<file path="config.mk">
export PLATFORM = sky130hd
export DESIGN_NAME = control_unit_flat
export DESIGN_NICKNAME = d
export VERILOG_FILES = /design/src/rtl/control_pkg.sv /design/src/rtl/control_unit_if.sv /design/src/rtl/control_unit_cond_logic.sv /design/src/rtl/control_unit.sv /design/src/flat_wrapper.sv
export SDC_FILE = /design/constraint.sdc
export NUM_CORES = 1
export LEC_CHECK = 0
export ABC_AREA = 1
export CORE_ASPECT_RATIO = 0.8
export CORE_MARGIN = 2
export CORE_UTILIZATION = 40
export DETAILED_ROUTE_END_ITERATION = 16
export GPL_ROUTABILITY_DRIVEN = 0
export GPL_TIMING_DRIVEN = 0
export PLACE_DENSITY = 0.83
export SYNTH_ARGS = -nofsm -noshare
export SYNTH_HDL_FRONTEND = slang
export SYNTH_HIERARCHICAL = 1
export SYNTH_SLANG_ARGS = --single-unit
</file>
<file path="constraint.sdc">
create_clock -name clk -period 5.1 [get_ports clk]
set_clock_uncertainty 0.1 [all_clocks]
set_input_delay 0.765 -clock clk [delete_from_list [all_inputs] [get_ports clk]]
set_output_delay 0.765 -clock clk [all_outputs]
set_load 0.02 [all_outputs]
</file>
<file path="src/rtl/control_pkg.sv">
// Shared encodings, FSM state and instruction decode for the control unit.
// The decode table is pure combinational; the top adds condition gating and memory sequencing.
package control_pkg;

  localparam logic [3:0] COND_EQ = 4'h0, COND_NE = 4'h1, COND_CS = 4'h2, COND_CC = 4'h3;
  localparam logic [3:0] COND_MI = 4'h4, COND_PL = 4'h5, COND_VS = 4'h6, COND_VC = 4'h7;
  localparam logic [3:0] COND_HI = 4'h8, COND_LS = 4'h9, COND_GE = 4'hA, COND_LT = 4'hB;
  localparam logic [3:0] COND_GT = 4'hC, COND_LE = 4'hD, COND_AL = 4'hE, COND_NV = 4'hF;

  localparam logic [1:0] ALU_ADD = 2'b00, ALU_SUB = 2'b01, ALU_AND = 2'b10, ALU_ORR = 2'b11;

  localparam logic [1:0] OP_DP = 2'b00, OP_MEM = 2'b01, OP_BR = 2'b10, OP_NOP = 2'b11;

  localparam logic [3:0] CMD_AND = 4'b0000, CMD_SUB = 4'b0010, CMD_ADD = 4'b0100;
  localparam logic [3:0] CMD_CMP = 4'b1010, CMD_ORR = 4'b1100;

  typedef enum logic {S_EXEC, S_WAIT} state_t;

  typedef struct packed {
    logic n;
    logic z;
    logic c;
    logic v;
  } flags_t;

  typedef struct packed {
    logic [1:0] reg_src;
    logic [1:0] imm_src;
    logic [1:0] alu_ctl;
    logic       alu_src;
    logic       mem_to_reg;
    logic       dp_write;   // command writes Rd
    logic       dp_valid;   // recognised data-processing command (may set NZ)
    logic       cv_update;  // arithmetic command, also sets CV
    logic       is_load;
    logic       is_store;
    logic       branch;
  } dec_t;

  function automatic dec_t decode(input logic [1:0] op, input logic [5:0] funct);
    dec_t d;
    d = '0;
    d.alu_ctl = ALU_ADD;
    case (op)
      OP_DP: begin
        d.alu_src = funct[5];
        case (funct[4:1])
          CMD_ADD: begin d.alu_ctl = ALU_ADD; d.dp_write = 1'b1; d.dp_valid = 1'b1; d.cv_update = 1'b1; end
          CMD_SUB: begin d.alu_ctl = ALU_SUB; d.dp_write = 1'b1; d.dp_valid = 1'b1; d.cv_update = 1'b1; end
          CMD_AND: begin d.alu_ctl = ALU_AND; d.dp_write = 1'b1; d.dp_valid = 1'b1; end
          CMD_ORR: begin d.alu_ctl = ALU_ORR; d.dp_write = 1'b1; d.dp_valid = 1'b1; end
          CMD_CMP: begin d.alu_ctl = ALU_SUB; d.dp_valid = 1'b1; d.cv_update = 1'b1; end
          default: ;
        endcase
      end
      OP_MEM: begin
        d.alu_src = 1'b1;
        d.imm_src = 2'b01;
        d.alu_ctl = funct[3] ? ALU_ADD : ALU_SUB;
        if (funct[0]) begin
          d.is_load    = 1'b1;
          d.mem_to_reg = 1'b1;
        end else begin
          d.is_store = 1'b1;
          d.reg_src  = 2'b10;
        end
      end
      OP_BR: begin
        d.imm_src = 2'b10;
        d.alu_src = 1'b1;
        d.reg_src = 2'b01;
        d.branch  = 1'b1;
      end
      default: ;
    endcase
    return d;
  endfunction

endpackage

</file>
<file path="src/rtl/control_unit_if.sv">
// Data-memory handshake: the controller requests, memory signals completion with MemReady.
interface control_unit_if;
  logic MemReq;
  logic MemWrite;
  logic MemReady;

  modport master (output MemReq, output MemWrite, input MemReady);
  modport slave  (input MemReq, input MemWrite, output MemReady);
endinterface

</file>
<file path="src/rtl/control_unit_cond_logic.sv">
// ARM condition-code evaluation against NZCV flags; purely combinational.
module cond_logic
  import control_pkg::*;
(
  input  logic [3:0] cond,
  input  logic [3:0] Flags,
  output logic       CondEx
);

  logic n, z, c, v;
  assign {n, z, c, v} = Flags;

  always_comb begin
    CondEx = 1'b0;
    case (cond)
      COND_EQ: CondEx = z;
      COND_NE: CondEx = ~z;
      COND_CS: CondEx = c;
      COND_CC: CondEx = ~c;
      COND_MI: CondEx = n;
      COND_PL: CondEx = ~n;
      COND_VS: CondEx = v;
      COND_VC: CondEx = ~v;
      COND_HI: CondEx = c & ~z;
      COND_LS: CondEx = ~c | z;
      COND_GE: CondEx = (n == v);
      COND_LT: CondEx = (n != v);
      COND_GT: CondEx = ~z & (n == v);
      COND_LE: CondEx = z | (n != v);
      COND_AL: CondEx = 1'b1;
      default: CondEx = 1'b0;
    endcase
  end

endmodule

</file>
<file path="src/rtl/control_unit.sv">
// Single-cycle decode plus an EXEC/WAIT sequencer that stalls on slow data memory.
// Decode outputs are same-cycle; Stall holds PC/Instr while MemReady is low, up to MEM_TIMEOUT cycles.
module control_unit
  import control_pkg::*;
#(
  parameter int MEM_TIMEOUT = 15
) (
  input  logic                  clk,
  input  logic                  reset,
  input  logic [31:0]           Instr,
  input  logic [3:0]            ALUFlags,
  control_unit_if.master        mem,
  output logic [1:0]            RegSrc,
  output logic [1:0]            ImmSrc,
  output logic [1:0]            ALUControl,
  output logic                  RegWrite,
  output logic                  ALUSrc,
  output logic                  MemtoReg,
  output logic                  PCSrc,
  output logic                  Stall,
  output logic                  MemErr,
  output logic [3:0]            Flags
);

  localparam int CNT_W = $clog2(MEM_TIMEOUT + 1);

  state_t             state;
  logic [CNT_W-1:0]   cnt;
  logic [CNT_W:0]     cnt_inc;
  flags_t             flags_q;
  logic               mem_err_q;

  dec_t               dec;
  logic               cond_ex;
  logic               is_mem;
  logic               timeout;
  logic               mem_req, mem_write, reg_write, stall, pc_src;
  logic               unused_instr;

  assign dec          = decode(Instr[27:26], Instr[25:20]);
  assign is_mem       = dec.is_load | dec.is_store;
  assign unused_instr = ^{Instr[19:16], Instr[11:0]};

  cond_logic u_cond (
    .cond   (Instr[31:28]),
    .Flags  (flags_q),
    .CondEx (cond_ex)
  );

  // Abort in the cycle the counter would reach MEM_TIMEOUT, so the EXEC cycle counts as wait 1.
  assign cnt_inc = {1'b0, cnt} + (CNT_W + 1)'(1);
  assign timeout = (cnt_inc >= (CNT_W + 1)'(MEM_TIMEOUT));

  always_comb begin
    mem_req   = 1'b0;
    mem_write = 1'b0;
    reg_write = 1'b0;
    stall     = 1'b0;
    if (reset) begin
      case (state)
        S_EXEC: begin
          if (cond_ex) begin
            reg_write = dec.dp_write;
            if (is_mem) begin
              mem_req   = 1'b1;
              mem_write = dec.is_store;
              if (mem.MemReady) reg_write = dec.is_load;
              else              stall     = 1'b1;
            end
          end
        end
        S_WAIT: begin
          if (mem.MemReady) begin
            mem_req   = 1'b1;
            mem_write = dec.is_store;
            reg_write = dec.is_load;
          end else if (!timeout) begin
            mem_req   = 1'b1;
            mem_write = dec.is_store;
            stall     = 1'b1;
          end
        end
        default: ;
      endcase
    end
  end

  assign pc_src = reset & cond_ex & ~stall &
                  (dec.branch | (reg_write & (Instr[15:12] == 4'hF)));

  always_ff @(posedge clk or negedge reset) begin
    if (!reset) begin
      state     <= S_EXEC;
      cnt       <= '0;
      flags_q   <= '0;
      mem_err_q <= 1'b0;
    end else begin
      case (state)
        S_EXEC: begin
          if (cond_ex && is_mem && !mem.MemReady) begin
            state <= S_WAIT;
            cnt   <= CNT_W'(1);
          end
          if (cond_ex && dec.dp_valid && Instr[20]) begin
            flags_q.n <= ALUFlags[3];
            flags_q.z <= ALUFlags[2];
            if (dec.cv_update) begin
              flags_q.c <= ALUFlags[1];
              flags_q.v <= ALUFlags[0];
            end
          end
        end
        S_WAIT: begin
          if (mem.MemReady || timeout) begin
            state <= S_EXEC;
            cnt   <= '0;
            if (!mem.MemReady) mem_err_q <= 1'b1;
          end else begin
            cnt <= cnt_inc[CNT_W-1:0];
          end
        end
        default: state <= S_EXEC;
      endcase
    end
  end

  assign mem.MemReq   = mem_req;
  assign mem.MemWrite = mem_write;
  assign RegSrc       = dec.reg_src;
  assign ImmSrc       = dec.imm_src;
  assign ALUControl   = dec.alu_ctl;
  assign ALUSrc       = dec.alu_src;
  assign MemtoReg     = dec.mem_to_reg;
  assign RegWrite     = reg_write;
  assign PCSrc        = pc_src;
  assign Stall        = stall;
  assign MemErr       = mem_err_q;
  assign Flags        = flags_q;

endmodule

</file>
<file path="src/flat_wrapper.sv">
// flat-port wrapper written by rule: the top's interface ports become plain ports
module control_unit_flat import control_pkg::*;
#(
  parameter int MEM_TIMEOUT = 15
)
  (clk, reset, Instr, ALUFlags, RegSrc, ImmSrc, ALUControl, RegWrite, ALUSrc, MemtoReg, PCSrc, Stall, MemErr, Flags, mem_MemReq, mem_MemWrite, mem_MemReady);
  control_unit_if mem_i ();
  input  logic clk;
  input  logic reset;
  input  logic [31:0] Instr;
  input  logic [3:0] ALUFlags;
  output logic [1:0] RegSrc;
  output logic [1:0] ImmSrc;
  output logic [1:0] ALUControl;
  output logic RegWrite;
  output logic ALUSrc;
  output logic MemtoReg;
  output logic PCSrc;
  output logic Stall;
  output logic MemErr;
  output logic [3:0] Flags;
  output wire logic [$bits(mem_i.MemReq)-1:0] mem_MemReq;
  output wire logic [$bits(mem_i.MemWrite)-1:0] mem_MemWrite;
  input wire logic [$bits(mem_i.MemReady)-1:0] mem_MemReady;
  assign mem_MemReq = mem_i.MemReq;
  assign mem_MemWrite = mem_i.MemWrite;
  assign mem_i.MemReady = mem_MemReady;
  control_unit #(.MEM_TIMEOUT(MEM_TIMEOUT)) u_core (.clk(clk), .reset(reset), .Instr(Instr), .ALUFlags(ALUFlags), .mem(mem_i), .RegSrc(RegSrc), .ImmSrc(ImmSrc), .ALUControl(ALUControl), .RegWrite(RegWrite), .ALUSrc(ALUSrc), .MemtoReg(MemtoReg), .PCSrc(PCSrc), .Stall(Stall), .MemErr(MemErr), .Flags(Flags));
endmodule
</file>
==> impl_metrics.yaml, run 1 <==
power:
  leakage_nw: 0.746
  powerDensity_mw_per_mm2: 220
  peakVddDrop_mv: 0.0953
worst_setup_path:
  crit_slowest_cell: "clkdlybuf4s50_1"
  cp_common_cell: "nand2_1"
  cp-start-kind: "input pin"
  cp_slowest_stage_delay_ns: 0.60
  crit_family: "buffers and inverters"
  crit_type: "input pin to output port"
  endpoint_kind: "output port"
  path_buf_inv: 4
  path_cells: "clkdlybuf4s50_1 -> inv_1 -> nor2_1 -> nand3_1 -> nand2_1 -> nand2_1 -> nand2_1 -> nor2_1 -> nand2_1 -> o21ai_0 -> inv_1 -> nand3_1 -> nand2_1 -> nand2_1 -> nor2_2 -> clkdlybuf4s50_1"
  cp.required_ns: 4.24
  critPathMaxFanout: 6
  arrival_ns: 3.15
global_routing:
  grt-ovfl-total: 0
  antenna_found_initial: 0
  grt_max_degree: 15
  grt_pass1_wl_um: 4460
  grt_usage_pct: 19.4
  grt_pass1_vias: 1044
detailed_routing:
  ant_nets: 0
  drc: 0
  wl_per_cell_um: 10.4
  drt-total-wl_um: 2600
  vias_per_cell: 4.75
  route.vias.total: 1192
  drt_iter0_drc: 34
  first_pass_iters: 5
synth:
  syn_area_per_cell_um2: 6.01
  yosysTopAreaCellShare_pct: 24.2
  yosysSeqAreaShare_pct: 24.2
  yosys-top-cells-area: "dfrtp_1 (24%), nand2_1 (20%), nand3_1 (9.7%), ha_1 (8.5%), inv_1 (8.0%)"
  synthCells: 172
  ys_types: 24
  synth.net_count: 218
  synth-seq-cells: 10
  yosysWarnings: 6
  syn_area_mm2: 0.00103
  synth_top_area_cell: "dfrtp_1"
cts:
  cts_setup_buffers: 0
  cts_tree: "built"
  cts.sinks: 10
  ctsHtreeMaxLevel: 1
  cts.path.max_buffers: 2
  root_buffer: "clkbuf_4"
  post_cts_resized: 0
  insertion_delay_ns: 0.27
  ctsHoldBuffers: 0
  clk_pin_slew_ns: 0.06
  cts_made_buffers: 3
timing:
  fin_crit_sh_pct: 78.7
  min_period_ns: 4.01
  setup_violations: 0
  rsz0062_at_grt: "false"
  fin_setup_tns_ns: 0
  max_freq_ghz: 0.249
  max_slew.worst_pin.slew_ns: 0.542
  relSlewSlack_pct: 63.8
  slew_viol_final: 0
  hold_viol_final: 0
floorplan:
  die_h_um: 49.5
  initial_core_util_pct: 42.3
  ios: 57
  rows: 16
  core_region_area_mm2: 0.00244
  dieArea_mm2: 0.00301
  die_w_um: 60.8
placement:
  io_buffers: 40
  hpwl_um: 2130
  dp.cells: 248
final_layout:
  finalNonFillerCells: 251
  nNetsFinal: 263
  n_antenna_cell: 0
  syn_to_final_growth_pct: 45.3
  drive_above_1_share_pct: 7.44
worst_hold_path:
  min_path_type: "flip-flop to flip-flop"
outcome:
  status: "completed"
run:
  maxCapViolations: 0
-- through the flow --
step	total power [mW]	instance area [um2]	util, %	setup WS [ns]	hold WS, ns
floorplan	0.209	1030	-	2.34	0.369
global placement	0.272	1480	60.6	1.12	0.342
detailed placement	0.277	1480	60.6	1.13	0.356
CTS	0.331	1500	61.5	1.12	0.372
global route	0.358	1500	61.5	0.822	0.382
finish	0.331	1500	61.5	1.09	0.360
-- flip-flops by register name (all words and copies together), names as in the netlist --
signal / count
u_core/Flags: 4
u_core/cnt: 4
u_core/MemErr: 1
u_core/state: 1
-- cells in the mapped netlist (all sizes together) --
library cell   n
a21boi         2
a21o           1
a21oi          6
buf            1
clkinv         2
dfrtp         10
ha             7
inv           25
nand2         57
nand3         22
nand3b         1
nand4          1
nor2          22
nor3           3
o21ai          9
o22ai          1
xnor2          1
xor2           1
-- where the power goes --
part / leakage [nW] / total [mW] / internal (mW) / switching [mW]
clock: 0.0138 / 0.0542 / 0.0273 / 0.0269
combinational: 0.602 / 0.158 / 0.0734 / 0.0849
sequential: 0.130 / 0.118 / 0.0961 / 0.0223
-- metal layers --
| metal | wire (um) | track usage [%] | vias up |
|---|---|---|---|
| li1 | - | - | 632 |
| met1 | 1260 | 25.8 | 523 |
| met2 | 1150 | 29.7 | 32 |
| met3 | 147 | 5.25 | 5 |
| met4 | 40 | 7.25 | 0 |
| met5 | 0 | 0 | - |
-- placed cells by master, fill, tap and decap left out --
| cell type | synthesis | final |
|---|---|---|
| nand2_2 | 3 | 3 |
| dfrtp_1 | 10 | 10 |
| a21boi_1 | 2 | 2 |
| inv_1 | 22 | 22 |
| nor2_2 | 3 | 3 |
| nor3_2 | 1 | 1 |
| ha_1 | 7 | 7 |
| o22ai_1 | 1 | 1 |
| o21ai_1 | 5 | 5 |
| a21oi_1 | 6 | 6 |
| clkbuf_4 | 0 | 3 |
| inv_2 | 3 | 3 |
| buf_4 | 1 | 1 |
| clkinv_1 | 2 | 2 |
| clkdlybuf4s50_1 | 0 | 40 |
| xor2_1 | 1 | 1 |
| nand4_1 | 1 | 1 |
| nand2_1 | 54 | 54 |
| xnor2_1 | 1 | 1 |
| nand3_2 | 2 | 2 |
| nand3_1 | 20 | 20 |
| a21o_1 | 1 | 1 |
| o21ai_0 | 4 | 4 |
| nor3_1 | 2 | 2 |
| nand3b_1 | 1 | 1 |
| nor2_1 | 19 | 19 |
-- layout make-up --
cell class                 count  area, um2
clock buffer                   3       22.5
fill                         247        941
multi-input combinational    134        674
buffer                         1       7.51
tap                           36       45.0
inverter                      27        101
timing repair buffer          40        400
sequential                    10        250
-- cell families (layout without fill, tap and decap cells) --
| group | count (synthesis) | after routing | share of synthesized area [%] |
|---|---|---|---|
| AO/OA/AOI/OAI | 19 | 19 | 10.0 |
| XOR/XNOR | 2 | 2 | 1.70 |
| adder cells (fa/ha/maj) | 7 | 7 | 8.47 |
| buffers and inverters | 28 | 71 | 10.5 |
| flip-flops | 10 | 10 | 24.2 |
| AND/OR/NAND/NOR | 106 | 106 | 45.0 |
-- final timing paths --
kind	startpoint	depth (start not counted)	slack, ns	to
max reg2reg	u_core/Flags[3]	13	3.16	u_core/Flags[1]
max	Instr[31]	16	1.09	PCSrc
min reg2reg	u_core/MemErr	1	0.36	u_core/MemErr
min in group asynchronous	reset	1	0.75	u_core/cnt[1]
min	u_core/MemErr	1	0.36	u_core/MemErr
max in group asynchronous	reset	1	3.79	u_core/state
No activity file was read; power rests on OpenSTA's default activity.
==> run 2, diff against run 1 <==
--- a/config.mk
+++ b/config.mk
@@ -8,11 +8,11 @@
 export ABC_AREA = 1
 export CORE_ASPECT_RATIO = 0.8
 export CORE_MARGIN = 2
-export CORE_UTILIZATION = 40
+export CORE_UTILIZATION = 39
 export DETAILED_ROUTE_END_ITERATION = 16
 export GPL_ROUTABILITY_DRIVEN = 0
 export GPL_TIMING_DRIVEN = 0
-export PLACE_DENSITY = 0.83
+export PLACE_DENSITY = 0.81
 export SYNTH_ARGS = -nofsm -noshare
 export SYNTH_HDL_FRONTEND = slang
 export SYNTH_HIERARCHICAL = 1
==> constraint.sdc (replaced) <==
create_clock -name clk -period 4.11 [get_ports clk]
set_clock_uncertainty 0.1 [all_clocks]
set_input_delay 0.6165 -clock clk [delete_from_list [all_inputs] [get_ports clk]]
set_output_delay 0.6165 -clock clk [all_outputs]
set_load 0.02 [all_outputs]
==> run 2 against run 1 <==
Count of clock-buffer cells in the layout did not move. Total power rose by 22%. Critical path depth decreased by 1. First-iteration DRC count is 97% higher. Final area unchanged. Largest cell class unchanged.
==> impl_metrics.yaml, run 2 (synthesized netlist as in run 1, its figures left out) <==
cts:
  cts_setup_buffers: 0
  root_buffer: "clkbuf_4"
  ctsHtreeMaxLevel: 1
  insertion_delay_ns: 0.26
  cts.path.max_buffers: 2
  clk_pin_slew_ns: 0.06
  cts_made_buffers: 3
  cts_tree: "built"
  cts.sinks: 10
  post_cts_resized: 0
  ctsHoldBuffers: 0
timing:
  slew_viol_final: 0
  fin_setup_tns_ns: 0
  fin_crit_sh_pct: 91.9
  relSlewSlack_pct: 63.8
  rsz0062_at_grt: "false"
  min_period_ns: 3.78
  max_freq_ghz: 0.265
  max_slew.worst_pin.slew_ns: 0.541
  setup_violations: 0
  hold_viol_final: 0
worst_setup_path:
  arrival_ns: 3.06
  reg2reg_setup_slack_ns: 2.19
  path_cells: "clkdlybuf4s50_1 -> nor2_1 -> nand2_1 -> nor2_1 -> nand2_1 -> nand2_2 -> nor2_1 -> nand2_1 -> o21ai_0 -> inv_1 -> nand3_1 -> nand2_1 -> nand2_1 -> nor2_2 -> clkdlybuf4s50_1"
  worstSetupStartpoint: "Instr[28]"
  r2r_start: "u_core/Flags[3]"
  endpoint_kind: "output port"
  cp.required_ns: 3.39
  cp_slowest_stage_delay_ns: 0.61
  crit_end: "PCSrc"
  critPathMaxFanout: 7
  reg2reg_depth: 13
  cp_common_cell: "nand2_1"
  crit_slowest_cell: "clkdlybuf4s50_1"
  regToRegEndpoint: "u_core/Flags[0]"
  cp-start-kind: "input pin"
  crit_type: "input pin to output port"
detailed_routing:
  drt-total-wl_um: 2540
  drc: 0
  vias_per_cell: 4.69
  wl_per_cell_um: 10.1
  first_pass_iters: 4
  drt_iter0_drc: 67
  ant_nets: 0
  route.vias.total: 1178
final_layout:
  drive_above_1_share_pct: 7.44
  n_antenna_cell: 0
  mostFrequentLayoutCells: "nand2_1 (54), clkdlybuf4s50_1 (40), inv_1 (22)"
  final_common_cell: "nand2_1"
  syn_to_final_growth_pct: 45.3
  nNetsFinal: 263
  post-route-util_pct: 60.5
floorplan:
  dieArea_mm2: 0.00308
  rows: 16
  core_region_area_mm2: 0.00248
  die_h_um: 50.0
  die_w_um: 61.6
  ios: 57
  initial_core_util_pct: 41.6
power:
  leakage_nw: 0.746
  powerDensity_mw_per_mm2: 270
  peakVddDrop_mv: 0.118
global_routing:
  antenna_found_initial: 0
  grt_pass1_wl_um: 4220
  grt-ovfl-total: 0
  grt_max_degree: 15
  grt_usage_pct: 17.9
  grt_pass1_vias: 1039
placement:
  io_buffers: 40
  hpwl_um: 2080
worst_hold_path:
  min_path_type: "flip-flop to flip-flop"
run:
  maxCapViolations: 0
outcome:
  status: "completed"
==> run 2: critical path, delay by kind of cell <==
kind | cells | cell delay, ns
AOI/OAI and AO/OA | 1 | 0.15
buffers and inverters | 3 | 1.25
and+or+nand+nor | 11 | 1.04
==> run 2: worst min-delay path by stage <==
stage                   from               to  slack [ns]  depth (start not counted)
2_1_floorplan          reset  u_core/Flags[0]        0.22                          0
3_3_place_gp   u_core/MemErr    u_core/MemErr        0.34                          1
3_5_place_dp   u_core/MemErr    u_core/MemErr        0.35                          1
4_1_cts        u_core/MemErr    u_core/MemErr        0.36                          1
5_1_grt        u_core/MemErr    u_core/MemErr        0.38                          1
6_report       u_core/MemErr    u_core/MemErr        0.35                          1
==> run 2: final cells by class <==
type | instances | area, um2
well taps | 36 | 45.0
multi-input cells | 134 | 674
clock buffers | 3 | 22.5
repair buffers | 40 | 400
plain buffers | 1 | 7.51
fillers | 264 | 981
inverters | 27 | 101
flip-flops and latches | 10 | 250
==> run 2: layer usage <==
layer,vias to the layer above,track usage (%),wire [um]
li1,632,-,-
met1,516,25.7,1240
met2,28,26.7,1170
met3,2,3.15,127
met4,0,6.03,14
met5,-,0,0
==> run 2: power by group <==
group / switching [mW] / total (mW) / internal, mW
combinational: 0.104 / 0.195 / 0.0906
sequential: 0.0272 / 0.147 / 0.119
clock: 0.0301 / 0.0637 / 0.0336
total: 0.162 / 0.405 / 0.244
==> run 2: per-stage QoR <==
| stage | std cells | worst slack, ns | power (mW) | hold WS [ns] | area, um2 |
|---|---|---|---|---|---|
| floorplan | 172 | 1.65 | 0.260 | 0.221 | 1030 |
| global placement | 248 | 0.395 | 0.338 | 0.342 | 1480 |
| detailed placement | 248 | 0.366 | 0.342 | 0.347 | 1480 |
| CTS | 251 | 0.355 | 0.408 | 0.360 | 1500 |
| global route | 251 | 0.0799 | 0.445 | 0.383 | 1500 |
| finish | 251 | 0.335 | 0.405 | 0.353 | 1500 |
==> run 3, diff against run 2 <==
--- a/config.mk
+++ b/config.mk
@@ -5,14 +5,14 @@
 export SDC_FILE = /design/constraint.sdc
 export NUM_CORES = 1
 export LEC_CHECK = 0
-export ABC_AREA = 1
+export CAP_MARGIN = 20
 export CORE_ASPECT_RATIO = 0.8
 export CORE_MARGIN = 2
 export CORE_UTILIZATION = 39
 export DETAILED_ROUTE_END_ITERATION = 16
 export GPL_ROUTABILITY_DRIVEN = 0
 export GPL_TIMING_DRIVEN = 0
-export PLACE_DENSITY = 0.81
+export PLACE_DENSITY = 0.8
 export SYNTH_ARGS = -nofsm -noshare
 export SYNTH_HDL_FRONTEND = slang
 export SYNTH_HIERARCHICAL = 1
==> run 3 against run 2 <==
Die area is 3.9% higher. Sequential share of layout area down 0.43 points. Register-to-register slack got worse by 0.54 ns. Routed wire length rose by 9.3%. Synthesized cell count fell by 27%. Critical endpoint unchanged. Clock power grew 42%. Critical path depth down 7. Final area is 2.7% higher. Total power is 38% higher. Worst hold slack better by 0.011 ns. Worst setup slack lost 0.034 ns.
==> impl_metrics.yaml, run 3 <==
placement:
  io_buffers: 37
  hpwl_um: 2180
  dp.cells: 201
  postPlaceCellArea_mm2: 0.00150
final_layout:
  regArea_um2: 250
  final_common_cell: "clkdlybuf4s50_1"
  drive_above_1_share_pct: 10.2
  nNetsFinal: 214
  mostFrequentLayoutCells: "clkdlybuf4s50_1 (35), nand2_1 (11), dfrtp_1 (10), a21oi_1 (10)"
  multi_input_area_um2: 771
  final_area_mm2: 0.00154
  n_antenna_cell: 0
  post-route-util_pct: 57.1
  syn_to_final_growth_pct: 43.1
  finalNonFillerCells: 205
  n_fill_cell: 273
synth:
  synthArstFlopShare_pct: 100
  syn_area_mm2: 0.00108
  yosysSeqAreaShare_pct: 23.2
  yosysWarnings: 6
  synthCells: 126
  synth_compound_area_share_pct: 29.3
  synth.net_count: 172
  synthFlopType: "dfrtp_1"
  synth-seq-cells: 10
  syn_area_per_cell_um2: 8.55
  yosys.area_share.simple_pct: 22.3
  synth_most_common_cell: "nand2_1"
  yosys-top-cells-area: "dfrtp_1 (23%), ha_1 (8.1%), a21oi_1 (4.6%), nand2b_1 (4.1%), nand2_1 (3.8%)"
  yosysTopAreaCellShare_pct: 23.2
  ys_types: 52
  synth_top_area_cell: "dfrtp_1"
  synth_edf_count: 0
  synthXorXnorAreaFrac_pct: 5.57
  ys_top_cells_by_count: "nand2_1 (11), a21oi_1 (10), dfrtp_1 (10)"
  synth_top_family_by_area: "compound AO/OA/AOI/OAI gates"
  synth_fa_ha_area_share_pct: 8.13
  muxShareOfSynthArea_pct: 5.46
cts:
  insertion_delay_ns: 0.27
  cts.sinks: 10
  ctsHoldBuffers: 0
  cts_setup_buffers: 0
  cts_tree: "built"
  clk_pin_slew_ns: 0.07
  cts_made_buffers: 3
  cts.path.max_buffers: 2
  post_cts_resized: 2
  root_buffer: "clkbuf_4"
  ctsHtreeMaxLevel: 1
timing:
  max_slew.worst_pin.slew_ns: 0.530
  min_period_ns: 3.81
  setup_violations: 0
  fin_setup_tns_ns: 0
  slew_viol_final: 0
  max_freq_ghz: 0.263
  fin_crit_sh_pct: 92.7
  rsz0062_at_grt: "false"
  relSlewSlack_pct: 64.6
  hold_viol_final: 0
power:
  pwr-share-clk_pct: 16.1
  switching_share_pct: 42.7
  leakage_nw: 0.654
  p_comb_share_pct: 54.8
  p_seq_share_pct: 29.1
  powerDensity_mw_per_mm2: 363
  p_int_mw: 0.320
  p_switching_mw: 0.239
  peakVddDrop_mv: 0.238
detailed_routing:
  drt-total-wl_um: 2780
  vias_per_cell: 5.55
  wl_per_cell_um: 13.6
  ant_nets: 0
  first_pass_iters: 4
  drc: 0
  route.vias.total: 1137
  drt_iter0_drc: 52
global_routing:
  grt_usage_pct: 17.9
  grt-ovfl-total: 0
  grt_pass1_vias: 1091
  grt_pass1_wl_um: 4650
  antenna_found_initial: 0
  grt_max_degree: 13
worst_setup_path:
  path_cells: "clkdlybuf4s50_1 -> o31ai_1 -> a211o_1 -> a211o_1 -> a31oi_4 -> a311oi_1 -> nor4_1 -> dlygate4sd2_1"
  cp-start-kind: "input pin"
  arrival_ns: 3.09
  cp_common_cell: "a211o_1"
  crit_slowest_cell: "clkdlybuf4s50_1"
  endpoint_kind: "output port"
  cp_slowest_stage_delay_ns: 0.57
  critPathMaxFanout: 8
  crit_type: "input pin to output port"
  cp.required_ns: 3.39
outcome:
  status: "completed"
run:
  maxCapViolations: 0
worst_hold_path:
  min_path_type: "flip-flop to flip-flop"
floorplan:
  die_h_um: 51.0
  initial_core_util_pct: 39.9
  core_region_area_mm2: 0.00270
  dieArea_mm2: 0.00320
  ios: 57
  die_w_um: 62.8
  rows: 17
## run 3: changes by cell type in the layout (fill, tap and decap cells not counted), moves of 4 or more
cell / before / now
clkdlybuf4s50_1: 40 / 35
a21oi_1: 6 / 10
nand2b_1: 0 / 7
nor2_1: 19 / 7
inv_1: 22 / 7
o21ai_0: 4 / 0
o31ai_1: 0 / 5
o21ai_1: 5 / 1
nand2_1: 54 / 11
nand3_1: 20 / 1
## run 3: logic make-up (layout without fill, tap and decap cells)
family	Yosys count	in the layout
compound gates	42	42
mux	5	5
buf+inv	14	55
fa+ha+maj	7	7
flops	10	10
xor+xnor	6	6
simple gates	42	42
## run 3: worst paths after layout
check / end / from / depth (start not counted) / slack [ns]
worst max-delay path: PCSrc / Instr[28] / 8 / 0.30
worst min-delay path: u_core/MemErr / u_core/MemErr / 1 / 0.36
min in group asynchronous: u_core/MemErr / reset / 1 / 0.59
worst min register to register: u_core/MemErr / u_core/MemErr / 1 / 0.36
worst max register to register: u_core/Flags[0] / u_core/Flags[3] / 7 / 1.65
max in group asynchronous: u_core/Flags[2] / reset / 1 / 2.96
## run 3: power by group through the flow
stage | clock (mW) | combinational, mW | sequential [mW]
floorplan | 0 | 0.186 | 0.169
global placement | 0 | 0.283 | 0.163
detailed placement | 0 | 0.297 | 0.166
CTS | 0.0927 | 0.303 | 0.164
global route | 0.0976 | 0.329 | 0.170
finish | 0.0903 | 0.307 | 0.163
## run 3: per-layer routing
layer	up-vias	part of all wire (%)	wire length, um	global-route usage (%)
li1	549	-	-	-
met1	532	46	1290	22.1
met2	56	46	1280	31.4
met3	0	7.5	209	3.30
met4	0	0	0	6.67
met5	-	0	0	0
## run 3: layout make-up
| cell class | instances | share of cell area (%) |
|---|---|---|
| Timing Repair Buffer | 37 | 24.1 |
| Multi-Input combinational cell | 102 | 50.0 |
| Clock buffer | 4 | 2.35 |
| Tap cell | 38 | 3.08 |
| Sequential cell | 10 | 16.2 |
| Inverter | 8 | 1.95 |
| Buffer | 6 | 2.27 |
## run 3: worst max-delay path, delay by kind of cell
kind,cells,cell delay (ns)
buffers and inverters,2,0.94
AND/OR/NAND/NOR,1,0.31
AO/OA/AOI/OAI,5,1.23
## run 3: per-stage QoR
step | setup slack [ns] | power [mW] | hold slack (ns)
2_1_floorplan | 0.667 | 0.354 | 0.221
3_3_place_gp | -0.297 | 0.447 | 0.345
3_5_place_dp | -0.332 | 0.463 | 0.347
4_1_cts | 0.0401 | 0.559 | 0.368
5_1_grt | 0.218 | 0.596 | 0.378
6_report | 0.301 | 0.560 | 0.364
